<file path="config.mk">
export PLATFORM = sky130hd
export DESIGN_NAME = module_keypad_enc
export DESIGN_NICKNAME = d
export VERILOG_FILES = /design/src/rtl/module_keypad_enc_pkg.sv /design/src/rtl/module_keypad_enc_sync2.sv /design/src/rtl/module_keypad_enc.sv
export SDC_FILE = /design/constraint.sdc
export NUM_CORES = 1
export LEC_CHECK = 0
export ABC_AREA = 1
export BUFFER_PORTS_ARGS = -buffer_cell sky130_fd_sc_hd__buf_2
export CAP_MARGIN = 20
export CORE_ASPECT_RATIO = 1.5
export CORE_MARGIN = 10
export CORE_UTILIZATION = 61
export DETAILED_ROUTE_END_ITERATION = 10
export GPL_TIMING_DRIVEN = 0
export MAX_ROUTING_LAYER = met4
export PLACE_DENSITY = 0.79
export SLEW_MARGIN = 20
export SYNTH_ARGS = -nofsm -noshare
export SYNTH_HDL_FRONTEND = slang
export SYNTH_HIERARCHICAL = 1
export SYNTH_SLANG_ARGS = --single-unit
</file>
<file path="constraint.sdc">
create_clock -name clk -period 1.85 [get_ports clk]
set_clock_uncertainty 0.05 [all_clocks]
set_input_delay 0.185 -clock clk [delete_from_list [all_inputs] [get_ports clk]]
set_output_delay 0.185 -clock clk [all_outputs]
set_load 0.05 [all_outputs]
</file>
<file path="src/rtl/module_keypad_enc_pkg.sv">
// Shared types, key table and row decode helper
// for the 4x4 matrix keypad encoder.
package pkg_keypad;

    typedef enum logic [1:0] {
        SCAN,
        DEBOUNCE,
        PRESSED
    } kp_state_t;

    typedef struct packed {
        logic       hit;
        logic [1:0] idx;
    } low_t;

    // Indexed [row][col]; letters sit in column 3, '*'=E and '#'=F.
    localparam logic [3:0] KEY_MAP [4][4] = '{
        '{4'h1, 4'h2, 4'h3, 4'hA},
        '{4'h4, 4'h5, 4'h6, 4'hB},
        '{4'h7, 4'h8, 4'h9, 4'hC},
        '{4'hE, 4'h0, 4'hF, 4'hD}
    };

    localparam logic [3:0] ALL_HIGH = 4'hF;

    // Reports whether exactly one bit is low, and which one.
    function automatic low_t find_low(input logic [3:0] v);
        low_t r;
        r = '0;
        case (v)
            4'b1110: r = '{hit: 1'b1, idx: 2'd0};
            4'b1101: r = '{hit: 1'b1, idx: 2'd1};
            4'b1011: r = '{hit: 1'b1, idx: 2'd2};
            4'b0111: r = '{hit: 1'b1, idx: 2'd3};
            default: r = '0;
        endcase
        return r;
    endfunction

endpackage

</file>
<file path="src/rtl/module_keypad_enc_sync2.sv">
// Two-flop synchroniser for asynchronous inputs,
// resetting to the idle (all-high) level.
module module_sync2 #(
    parameter int            W       = 4,
    parameter logic [W-1:0]  RST_VAL = '1
) (
    input  logic         clk,
    input  logic         rst_n,
    input  logic [W-1:0] d,
    output logic [W-1:0] q
);

    logic [W-1:0] meta;

    always_ff @(posedge clk or negedge rst_n) begin
        if (!rst_n) begin
            meta <= RST_VAL;
            q    <= RST_VAL;
        end else begin
            meta <= d;
            q    <= meta;
        end
    end

endmodule

</file>
<file path="src/rtl/module_keypad_enc.sv">
// 4x4 active-low keypad scanner with press/release
// debounce and 4-bit key encoding.
module module_keypad_enc
    import pkg_keypad::*;
#(
    parameter int SCAN_DIV     = 1000,
    parameter int DEBOUNCE_CNT = 50000
) (
    input  logic       clk,
    input  logic       rst_n,
    input  logic [3:0] row_i,
    output logic [3:0] col_o,
    output logic [3:0] key_code_o,
    output logic       key_valid_o,
    output logic       key_held_o
);

    localparam int DIV_W = $clog2(SCAN_DIV);
    localparam int CNT_W = $clog2(DEBOUNCE_CNT + 1);

    localparam logic [DIV_W-1:0] DIV_LAST = DIV_W'(SCAN_DIV - 1);
    localparam logic [CNT_W-1:0] CNT_LAST = CNT_W'(DEBOUNCE_CNT - 1);

    logic [3:0]       rs;
    kp_state_t        state;
    logic [DIV_W-1:0] div;
    logic [CNT_W-1:0] cnt;
    logic [3:0]       ring;
    logic [3:0]       pat;
    logic [1:0]       row;
    logic [1:0]       col;
    logic [3:0]       code;
    logic             valid;
    logic             held;

    low_t             row_hit;
    low_t             col_hit;
    logic [3:0]       ring_next;

    module_sync2 #(
        .W       (4),
        .RST_VAL (ALL_HIGH)
    ) u_sync (
        .clk   (clk),
        .rst_n (rst_n),
        .d     (row_i),
        .q     (rs)
    );

    assign row_hit   = find_low(rs);
    assign col_hit   = find_low(ring);
    assign ring_next = {ring[2:0], ring[3]};

    // The ring only moves in SCAN; DEBOUNCE and PRESSED hold it
    // so the latched column stays driven.
    always_ff @(posedge clk or negedge rst_n) begin
        if (!rst_n) begin
            state <= SCAN;
            div   <= '0;
            cnt   <= '0;
            ring  <= 4'b1110;
            pat   <= ALL_HIGH;
            row   <= '0;
            col   <= '0;
            code  <= 4'h0;
            valid <= 1'b0;
            held  <= 1'b0;
        end else begin
            valid <= 1'b0;
            unique case (state)
                SCAN: begin
                    if (div == DIV_LAST) begin
                        div <= '0;
                        if (row_hit.hit) begin
                            row   <= row_hit.idx;
                            col   <= col_hit.idx;
                            pat   <= rs;
                            cnt   <= '0;
                            state <= DEBOUNCE;
                        end else begin
                            ring <= ring_next;
                        end
                    end else begin
                        div <= div + 1'b1;
                    end
                end
                DEBOUNCE: begin
                    if (rs == pat) begin
                        if (cnt == CNT_LAST) begin
                            code  <= KEY_MAP[row][col];
                            valid <= 1'b1;
                            held  <= 1'b1;
                            cnt   <= '0;
                            state <= PRESSED;
                        end else begin
                            cnt <= cnt + 1'b1;
                        end
                    end else begin
                        ring  <= ring_next;
                        div   <= '0;
                        cnt   <= '0;
                        state <= SCAN;
                    end
                end
                PRESSED: begin
                    // Counts only all-high cycles; any low row restarts it.
                    if (rs == ALL_HIGH) begin
                        if (cnt == CNT_LAST) begin
                            held  <= 1'b0;
                            cnt   <= '0;
                            ring  <= ring_next;
                            div   <= '0;
                            state <= SCAN;
                        end else begin
                            cnt <= cnt + 1'b1;
                        end
                    end else begin
                        cnt <= '0;
                    end
                end
                default: begin
                    state <= SCAN;
                end
            endcase
        end
    end

    assign col_o       = ring;
    assign key_code_o  = code;
    assign key_valid_o = valid;
    assign key_held_o  = held;

endmodule

</file>
==> metrics.md, run 1 <==
| Metric | Value |
|---|---|
| Leakage Power | 1.79 nW |
| IO Count | 16 |
| Combinational cell fraction of total power | 3.5% |
| Mapped Area | 3230 um2 |
| CP dominant cell by count | sky130_fd_sc_hd__nand2_2 |
| Total wirelength of the detailed-routed design | 7290 um |
| Part of the power in registers | 59.7% |
| Worst reg2reg path startpoint | u_sync/q[3] |
| Number of antenna cells inserted | 0 |
| CP top delay family | flip-flops |
| Number of search-and-repair iterations in the first detailed-routing pass | 4 |
| Cell with the most instances after synthesis | sky130_fd_sc_hd__nand2_1 |
| Internal Dissipation | 1.57 mW |
| Fin. max-slew vios | 0 |
| Critical path launch point type | flip-flop |
| Via-per-instance ratio | 5.35 |
| Required time of the critical path | 2000 ps |
| Number of standard-cell rows in the floorplan | 32 |
| Yosys warnings | 6 |
| Part of the total power dissipated in the clock network | 36.8% |
| Non-filler instance count after layout | 545 |
| Top cells by area, synth | sky130_fd_sc_hd__dfrtp_1, sky130_fd_sc_hd__nand2_1, sky130_fd_sc_hd__dfstp_2, sky130_fd_sc_hd__inv_1, sky130_fd_sc_hd__nor2_1 |
| Worst reg2reg setup slack | 70 ps |
| Outcome | finished clean |
| Slew at the pin closest to its max-slew limit | 655 ps |
| Count of nets left with antenna violations after detail routing | 0 |
| Standard cell core area | 5120 um2 |
| Post-synthesis cell type with the largest combined area | sky130_fd_sc_hd__dfrtp_1 |
| Vias in the first global route | 2731 |
| Final core utilization | 73.4% |
| Max cap viols | 0 |
| Aggregate negative setup slack | 0 ps |
| Highest fanout seen on the critical path | 10 |
| Largest buffer count on any clock path | 2 |
| Async SR Flop Fraction | 100% |
| Sequential area share after synthesis | 42.5% |
| Post-DR wirelength/cell | 13.4 um |
| Time the worst path needs with I/O delays and setup | 1780 ps |
| Switching portion of total power | 22.2% |
| Slowest CP cell | sky130_fd_sc_hd__dfstp_2 |
| Layout-stage area growth over the synthesis result | 16.7% |
| #FFs+latches synth | 54 |
| Net Switching | 0.448 mW |
| Fraction of layout cells with a size suffix above 1 | 22.4% |
| Peak clock frequency supported by timing | 0.562 GHz |
| Number of setup violations in the final report | 0 |
| CTS Root Cell | sky130_fd_sc_hd__clkbuf_8 |
| Half-perimeter wire length after detailed placement | 5000 um |
| Die outline height | 109 um |
| Number of placed instances, taps included | 519 |
| Mapped Avg Cell Area | 7.40 um2 |
| Worst slew margin | 56.3% |
| Worst hold margin | 306 ps |
| Startpoint of the tightest hold check path | u_sync/meta[0] |
| Worst Path Arrival | 1930 ps |
| Synthesized instance count | 436 |
| Maximum number of pins on one net before global-route repair | 55 |
| Top-area cell type share of the netlist area | 30.3% |
| Number of nets in the finished design | 488 |
| Post-synthesis cell type count | 37 |
| Maximum ir drop on the vdd rail | 0.389 mV |
| Starting density of the core | 62.9% |
| Worst setup EP type | flip-flop |
| Post-detailed-route DRC marker count | 0 |
| Total Power Consumption | 2.02 mW |
| Cells traversed along the worst timing path | nand2_2, o21ai_0, nand3_2, nand2_2, nand2_4, buf_8, nand2_1, o21ai_2 |
| Num CTS Buffers | 5 |
| Total GRT Usage | 17.2% |
| Gr ovfl total | 0 |
| Port-buffer cells | 15 |
| Count of vias placed by the detailed router | 2914 |
| Number of flops mapped to enable cells by yosys | 0 |
| Power per unit of standard cell area | 536 nW/um2 |
| First-pass GRT wire length | 12000 um |
| Path type of the worst setup path | reg2reg |
| Worst-skew pair later-pin latency | 310 ps |
| Classification of the worst-slack hold path | reg2reg |
| Clock-pin slew on the worst setup and hold paths | 100 ps |
| Antenna violations before repair | 0 |
| Final weighted congestion in routability-driven placement | 0.957 |
| Hold violation total from the final report | 0 |
| Post-synth top cells | sky130_fd_sc_hd__nand2_1, sky130_fd_sc_hd__inv_1, sky130_fd_sc_hd__nor2_1 |
| Primary flip-flop cell chosen by synthesis mapping | sky130_fd_sc_hd__dfrtp_1 |
| Total buffers and inverters traversed by the critical path | 1 |
| Initial drt markers | 198 |
| Final worst path period share | 96.2% |
| Die Outline Area | 8660 um2 |
| Setup crit start | u_sync/q[3] |
| Die width | 79.4 um |
| Htree depth | 2 |
| Syn nets | 448 |
| Number of sinks on the clock net | 54 |
| Delay of the slowest cell on the worst path | 610 ps |
| CTS tree | done |
==> layout make-up <==
| type | count | area (um2) |
|---|---|---|
| Clock buffer | 7 | 97.6 |
| Sequential cell | 54 | 1370 |
| Timing Repair Buffer | 33 | 225 |
| Fill cell | 420 | 1360 |
| Buffer | 5 | 52.6 |
| Multi-Input combinational cell | 313 | 1680 |
| Tap cell | 68 | 85.1 |
| Clock inverter | 1 | 6.26 |
| Inverter | 64 | 245 |
==> worst reg2reg max path, delay by kind of cell (launching register included) <==
kind	cells	cell delay, ps
compound gates	2	260
simple gates	5	590
flops	1	610
buf+inv	1	160
==> kinds of logic after synthesis <==
| logic type | after synthesis | synth area share, % |
|---|---|---|
| simple gates | 248 | 35.9 |
| buf+inv | 69 | 8.88 |
| compound gates | 57 | 9.85 |
| flops | 54 | 42.5 |
| fa+ha+maj | 6 | 2.33 |
| xor+xnor | 2 | 0.543 |
==> flip-flops by register name, indices dropped and copies added (netlist names) <==
name         flops
key_held_o       1
key_valid_o      1
cnt             16
u_sync/meta      4
key_code_o       4
col_o            4
state            2
u_sync/q         4
pat              4
row              2
col              2
div             10
==> power groups by stage <==
stage	Combinational (mW)	Clock (mW)	Sequential [mW]
detailed placement	0.0641	0	1.23
floorplan	0.0292	0	1.22
global placement	0.0613	0	1.23
CTS	0.0724	0.759	1.21
finish	0.0714	0.742	1.20
global route	0.0808	0.780	1.21
==> cell usage in the layout (no fill, tap or decap), types with 2 or more instances in the layout <==
cell and instances:
sky130_fd_sc_hd__buf_4 16, sky130_fd_sc_hd__nand2_2 7, sky130_fd_sc_hd__nor2_2 4, sky130_fd_sc_hd__xor2_1 2, sky130_fd_sc_hd__o22ai_1 3, sky130_fd_sc_hd__nand3b_1 2
sky130_fd_sc_hd__dlygate4sd3_1 5, sky130_fd_sc_hd__nand2_1 124, sky130_fd_sc_hd__nand3_1 27, sky130_fd_sc_hd__ha_1 2, sky130_fd_sc_hd__clkbuf_8 5, sky130_fd_sc_hd__dfrtp_1 38
sky130_fd_sc_hd__nand2_4 4, sky130_fd_sc_hd__o21ai_0 25, sky130_fd_sc_hd__nor3_2 2, sky130_fd_sc_hd__buf_6 2, sky130_fd_sc_hd__o21ai_2 4, sky130_fd_sc_hd__nand3_2 6
sky130_fd_sc_hd__ha_4 4, sky130_fd_sc_hd__nor3_1 2, sky130_fd_sc_hd__o21bai_1 2, sky130_fd_sc_hd__inv_1 56, sky130_fd_sc_hd__nand3_4 3, sky130_fd_sc_hd__dfstp_2 15
sky130_fd_sc_hd__nor2_4 5, sky130_fd_sc_hd__or2_2 2, sky130_fd_sc_hd__a21oi_1 8, sky130_fd_sc_hd__nor2_1 46, sky130_fd_sc_hd__o21ai_1 10, sky130_fd_sc_hd__inv_2 7
sky130_fd_sc_hd__buf_2 14, sky130_fd_sc_hd__nand4_1 11
==> path summary, 6_finish.rpt <==
check	depth (start not counted)	end
setup / recovery	8	div[5]
hold / removal	0	u_sync/q[0]
setup reg to reg	8	div[5]
hold reg to reg	0	u_sync/q[0]
max in group asynchronous	2	state[0]
min in group asynchronous	2	cnt[1]
==> through the flow <==
stage	setup WS [ps]	cell area (um2)
after detailed placement	-312	3390
after global placement	-319	3390
after floorplan	167	3230
final	70.2	3760
after global routing	-31.6	3760
after CTS	2.72	3560
==> layer usage <==
layer | part of all wire (%) | vias to the layer above | wire, um | GRT usage, %
met1 | 41 | 1383 | 3000 | 18.7
li1 | - | 1466 | - | -
met3 | 2.9 | 11 | 211 | 2.64
met4 | 1.8 | 0 | 129 | 6.04
met5 | 0 | - | 0 | -
met2 | 54 | 54 | 3950 | 31.1
==> repair_timing <==
item                                   in CTS  in global routing
setup endpoints to repair                  12                 36
endpoints found under the hold margin      43                  0
buffers inserted                            1                 12
gates resized for setup                     4                 24
pin swaps                                   0                  5
hold buffers                                5                  0
No activity file was read; power rests on OpenSTA's default activity.
==> inputs of run 2 (changes only) <==
--- a/config.mk
+++ b/config.mk
@@ -8,7 +8,7 @@
 export ABC_AREA = 1
 export BUFFER_PORTS_ARGS = -buffer_cell sky130_fd_sc_hd__buf_2
 export CAP_MARGIN = 20
-export CORE_ASPECT_RATIO = 1.5
+export CORE_ASPECT_RATIO = 2
 export CORE_MARGIN = 10
 export CORE_UTILIZATION = 61
 export DETAILED_ROUTE_END_ITERATION = 10
==> run 2 against run 1 <==
Clock power down 12%. Sequential share of layout area up 0.15 points. Hold slack better by 2.2 ps. Critical path type unchanged.
==> metrics.md, run 2 (synthesized netlist as in run 1, its figures left out) <==
| Metric | Value |
|---|---|
| Hold violation total from the final report | 0 (unchanged) |
| Worst hold margin | 308 ps (+2.21 ps) |
| Number of sinks on the clock net | 54 (unchanged) |
| Clock-pin slew on the worst setup and hold paths | 100 ps (about the same) |
| IO Count | 16 (unchanged) |
| Part of the power in registers | 62.3% (+2.6 points) |
| Combined area of the multi-input logic cells | 1690 um2 (+0.52%) |
| Number of fill cells | 385 (-8.3%) |
| Internal Dissipation | 1.49 mW (-5.3%) |
| Aggregate negative setup slack | 0 ps (unchanged) |
| Setup slack after layout | 0.418 ps (-69.8 ps) |
| Sequential cell area | 1370 um2 (about the same) |
| Number of setup violations in the final report | 0 (unchanged) |
| Die Outline Area | 8770 um2 (+1.3%) |
| Combinational cell fraction of total power | 3.8% (+0.3 points) |
| Switching portion of total power | 23.0% (+0.83 points) |
| Worst-skew pair later-pin latency | 320 ps (about the same) |
| Total buffers and inverters traversed by the critical path | 1 (unchanged) |
| Die width | 71.4 um (-10%) |
| Die outline height | 123 um (+13%) |
| Most common cell after layout, fill and taps aside | sky130_fd_sc_hd__nand2_1 |
| Highest fanout seen on the critical path | 10 (unchanged) |
| Met3 routed wirelength | 292 um (+38%) |
| Max cap viols | 0 (unchanged) |
| Worst Path Arrival | 2010 ps (+80 ps) |
| Cells traversed along the worst timing path | ha_2, nand2_2, nor2_4, nand3_4, clkbuf_4, o21ai_2, nand2_1, nand2_1, o21ai_1 |
| M1 WL | 2880 um (-3.9%) |
| Delay of the slowest cell on the worst path | 400 ps (-210 ps) |
| Antenna violations before repair | 0 (unchanged) |
| Worst setup EP type | flip-flop |
| Initial drt markers | 168 (-15%) |
| Slew at the pin closest to its max-slew limit | 687 ps (+32.0 ps) |
| Largest buffer count on any clock path | 2 (unchanged) |
| Fraction of layout cells with a size suffix above 1 | 22.7% (+0.26 points) |
| Count of vias placed by the detailed router | 3009 (+3.3%) |
| Leakage Power | 1.78 nW (-0.38%) |
| Vias in the first global route | 2908 (+6.5%) |
| Htree depth | 2 (unchanged) |
| Fin. max-slew vios | 0 (unchanged) |
| Total GRT Usage | 18.1% (+0.90 points) |
| Post-detailed-route DRC marker count | 0 (unchanged) |
| CTS tree | done |
| Post-DR wirelength/cell | 15.0 um (+12%) |
| Slowest CP cell | sky130_fd_sc_hd__dfrtp_1 |
| Power per unit of standard cell area | 515 nW/um2 (-3.9%) |
| Half-perimeter wire length after detailed placement | 5460 um (+9.2%) |
| Maximum ir drop on the vdd rail | 0.663 mV (+70%) |
| Maximum number of pins on one net before global-route repair | 55 (unchanged) |
| First-pass GRT wire length | 12500 um (+4.4%) |
| Path type of the worst setup path | reg2reg |
| Num CTS Buffers | 5 (unchanged) |
| Number of antenna cells inserted | 0 (unchanged) |
| Final weighted congestion in routability-driven placement | 0.912 (-4.6%) |
| Max reg flops | 16 (unchanged) |
| Outcome | finished clean |
| Final worst path period share | 100% (+3.8 points) |
| Required time of the critical path | 2010 ps (about the same) |
| Number of nets in the finished design | 487 (-0.20%) |
| Net Switching | 0.445 mW (-0.66%) |
| Standard cell area after detailed placement | 3380 um2 (-0.37%) |
| Critical path launch point type | flip-flop |
| Number of search-and-repair iterations in the first detailed-routing pass | 5 (+1) |
| CP dominant cell by count | sky130_fd_sc_hd__nand2_1 |
| Part of the total power dissipated in the clock network | 33.9% (-2.9 points) |
| Met2 routed wirelength | 4420 um (+12%) |
| Highest routed metal layer | met4 |
| Top Registers | cnt: 16 flops, div: 10 flops |
| Total wirelength of the detailed-routed design | 7990 um (+9.7%) |
| Number of standard-cell rows in the floorplan | 37 (+16%) |
| Starting density of the core | 62.8% (-0.17 points) |
| Gr ovfl total | 0 (unchanged) |
| CP top delay family | simple AND/OR/NAND/NOR gates |
| Total Power Consumption | 1.93 mW (-4.2%) |
| Port-buffer cells | 15 (unchanged) |
| Most frequent cells in the layout | sky130_fd_sc_hd__nand2_1, sky130_fd_sc_hd__inv_1, sky130_fd_sc_hd__nor2_1, sky130_fd_sc_hd__dfrtp_1, sky130_fd_sc_hd__nand3_1 |
| Worst slew margin | 54.2% (-2.1 points) |
| Area of all placed cells without fillers | 3750 um2 (-0.33%) |
| Standard cell core area | 5140 um2 (+0.27%) |
| Count of nets left with antenna violations after detail routing | 0 (unchanged) |
| Layout-stage area growth over the synthesis result | 16.3% |
| CTS Root Cell | sky130_fd_sc_hd__clkbuf_8 |
| Via-per-instance ratio | 5.63 (+5.4%) |
| Classification of the worst-slack hold path | reg2reg |
| Time the worst path needs with I/O delays and setup | 1850 ps (+69.8 ps) |
| Post-Place Setup Slack | -411 ps (-98.8 ps) |
| Peak clock frequency supported by timing | 0.541 GHz (-3.8%) |
| Reg with most FFs | cnt |
run 2: path summary, 6_finish.rpt:
kind	from	to	slack, ps	cells after the start
max reg2reg	div[1]	state[1]	0.4	9
max in group asynchronous	rst_n	state[1]	870	2
min	u_sync/meta[2]	u_sync/q[2]	310	0
min in group asynchronous	rst_n	row[0]	400	2
max	div[1]	state[1]	0.4	9
min reg2reg	u_sync/meta[2]	u_sync/q[2]	310	0
run 2: cell type report:
cell class                 count  share of cell area (%)
timing repair buffer          31                    6.17
tap                           58                    1.93
sequential                    54                    36.6
clock buffer                   7                    2.03
clock inverter                 1                   0.200
buffer                         5                    1.50
multi-input combinational    314                    45.0
inverter                      64                    6.54
run 2: what timing repair did:
item                       CTS  global route
buffers inserted             1             8
hold endpoints to repair    43             0
cloned                       0             3
pin swaps                    0             6
resized for setup            5            31
setup endpoints to repair   14            35
hold buffers                 5             0
run 2: per-stage QoR:
step	std cells	util [%]
finish	534	73.0
floorplan	436	-
global placement	509	65.6
global route	534	73.0
CTS	523	68.8
detailed placement	509	65.7
run 2: per-layer routing:
metal / track usage, % / up-vias
li1: - / 1465
met1: 16.4 / 1432
met2: 33.8 / 79
met3: 3.39 / 33
met4: 10.3 / 0
met5: - / -
run 2: power groups by stage:
stage	registers, mW	logic [mW]	clock network, mW
after floorplan	1.22	0.0292	0
after detailed placement	1.23	0.0639	0
after CTS	1.20	0.0725	0.678
final	1.20	0.0736	0.655
after global placement	1.23	0.0621	0
after global routing	1.21	0.0823	0.725
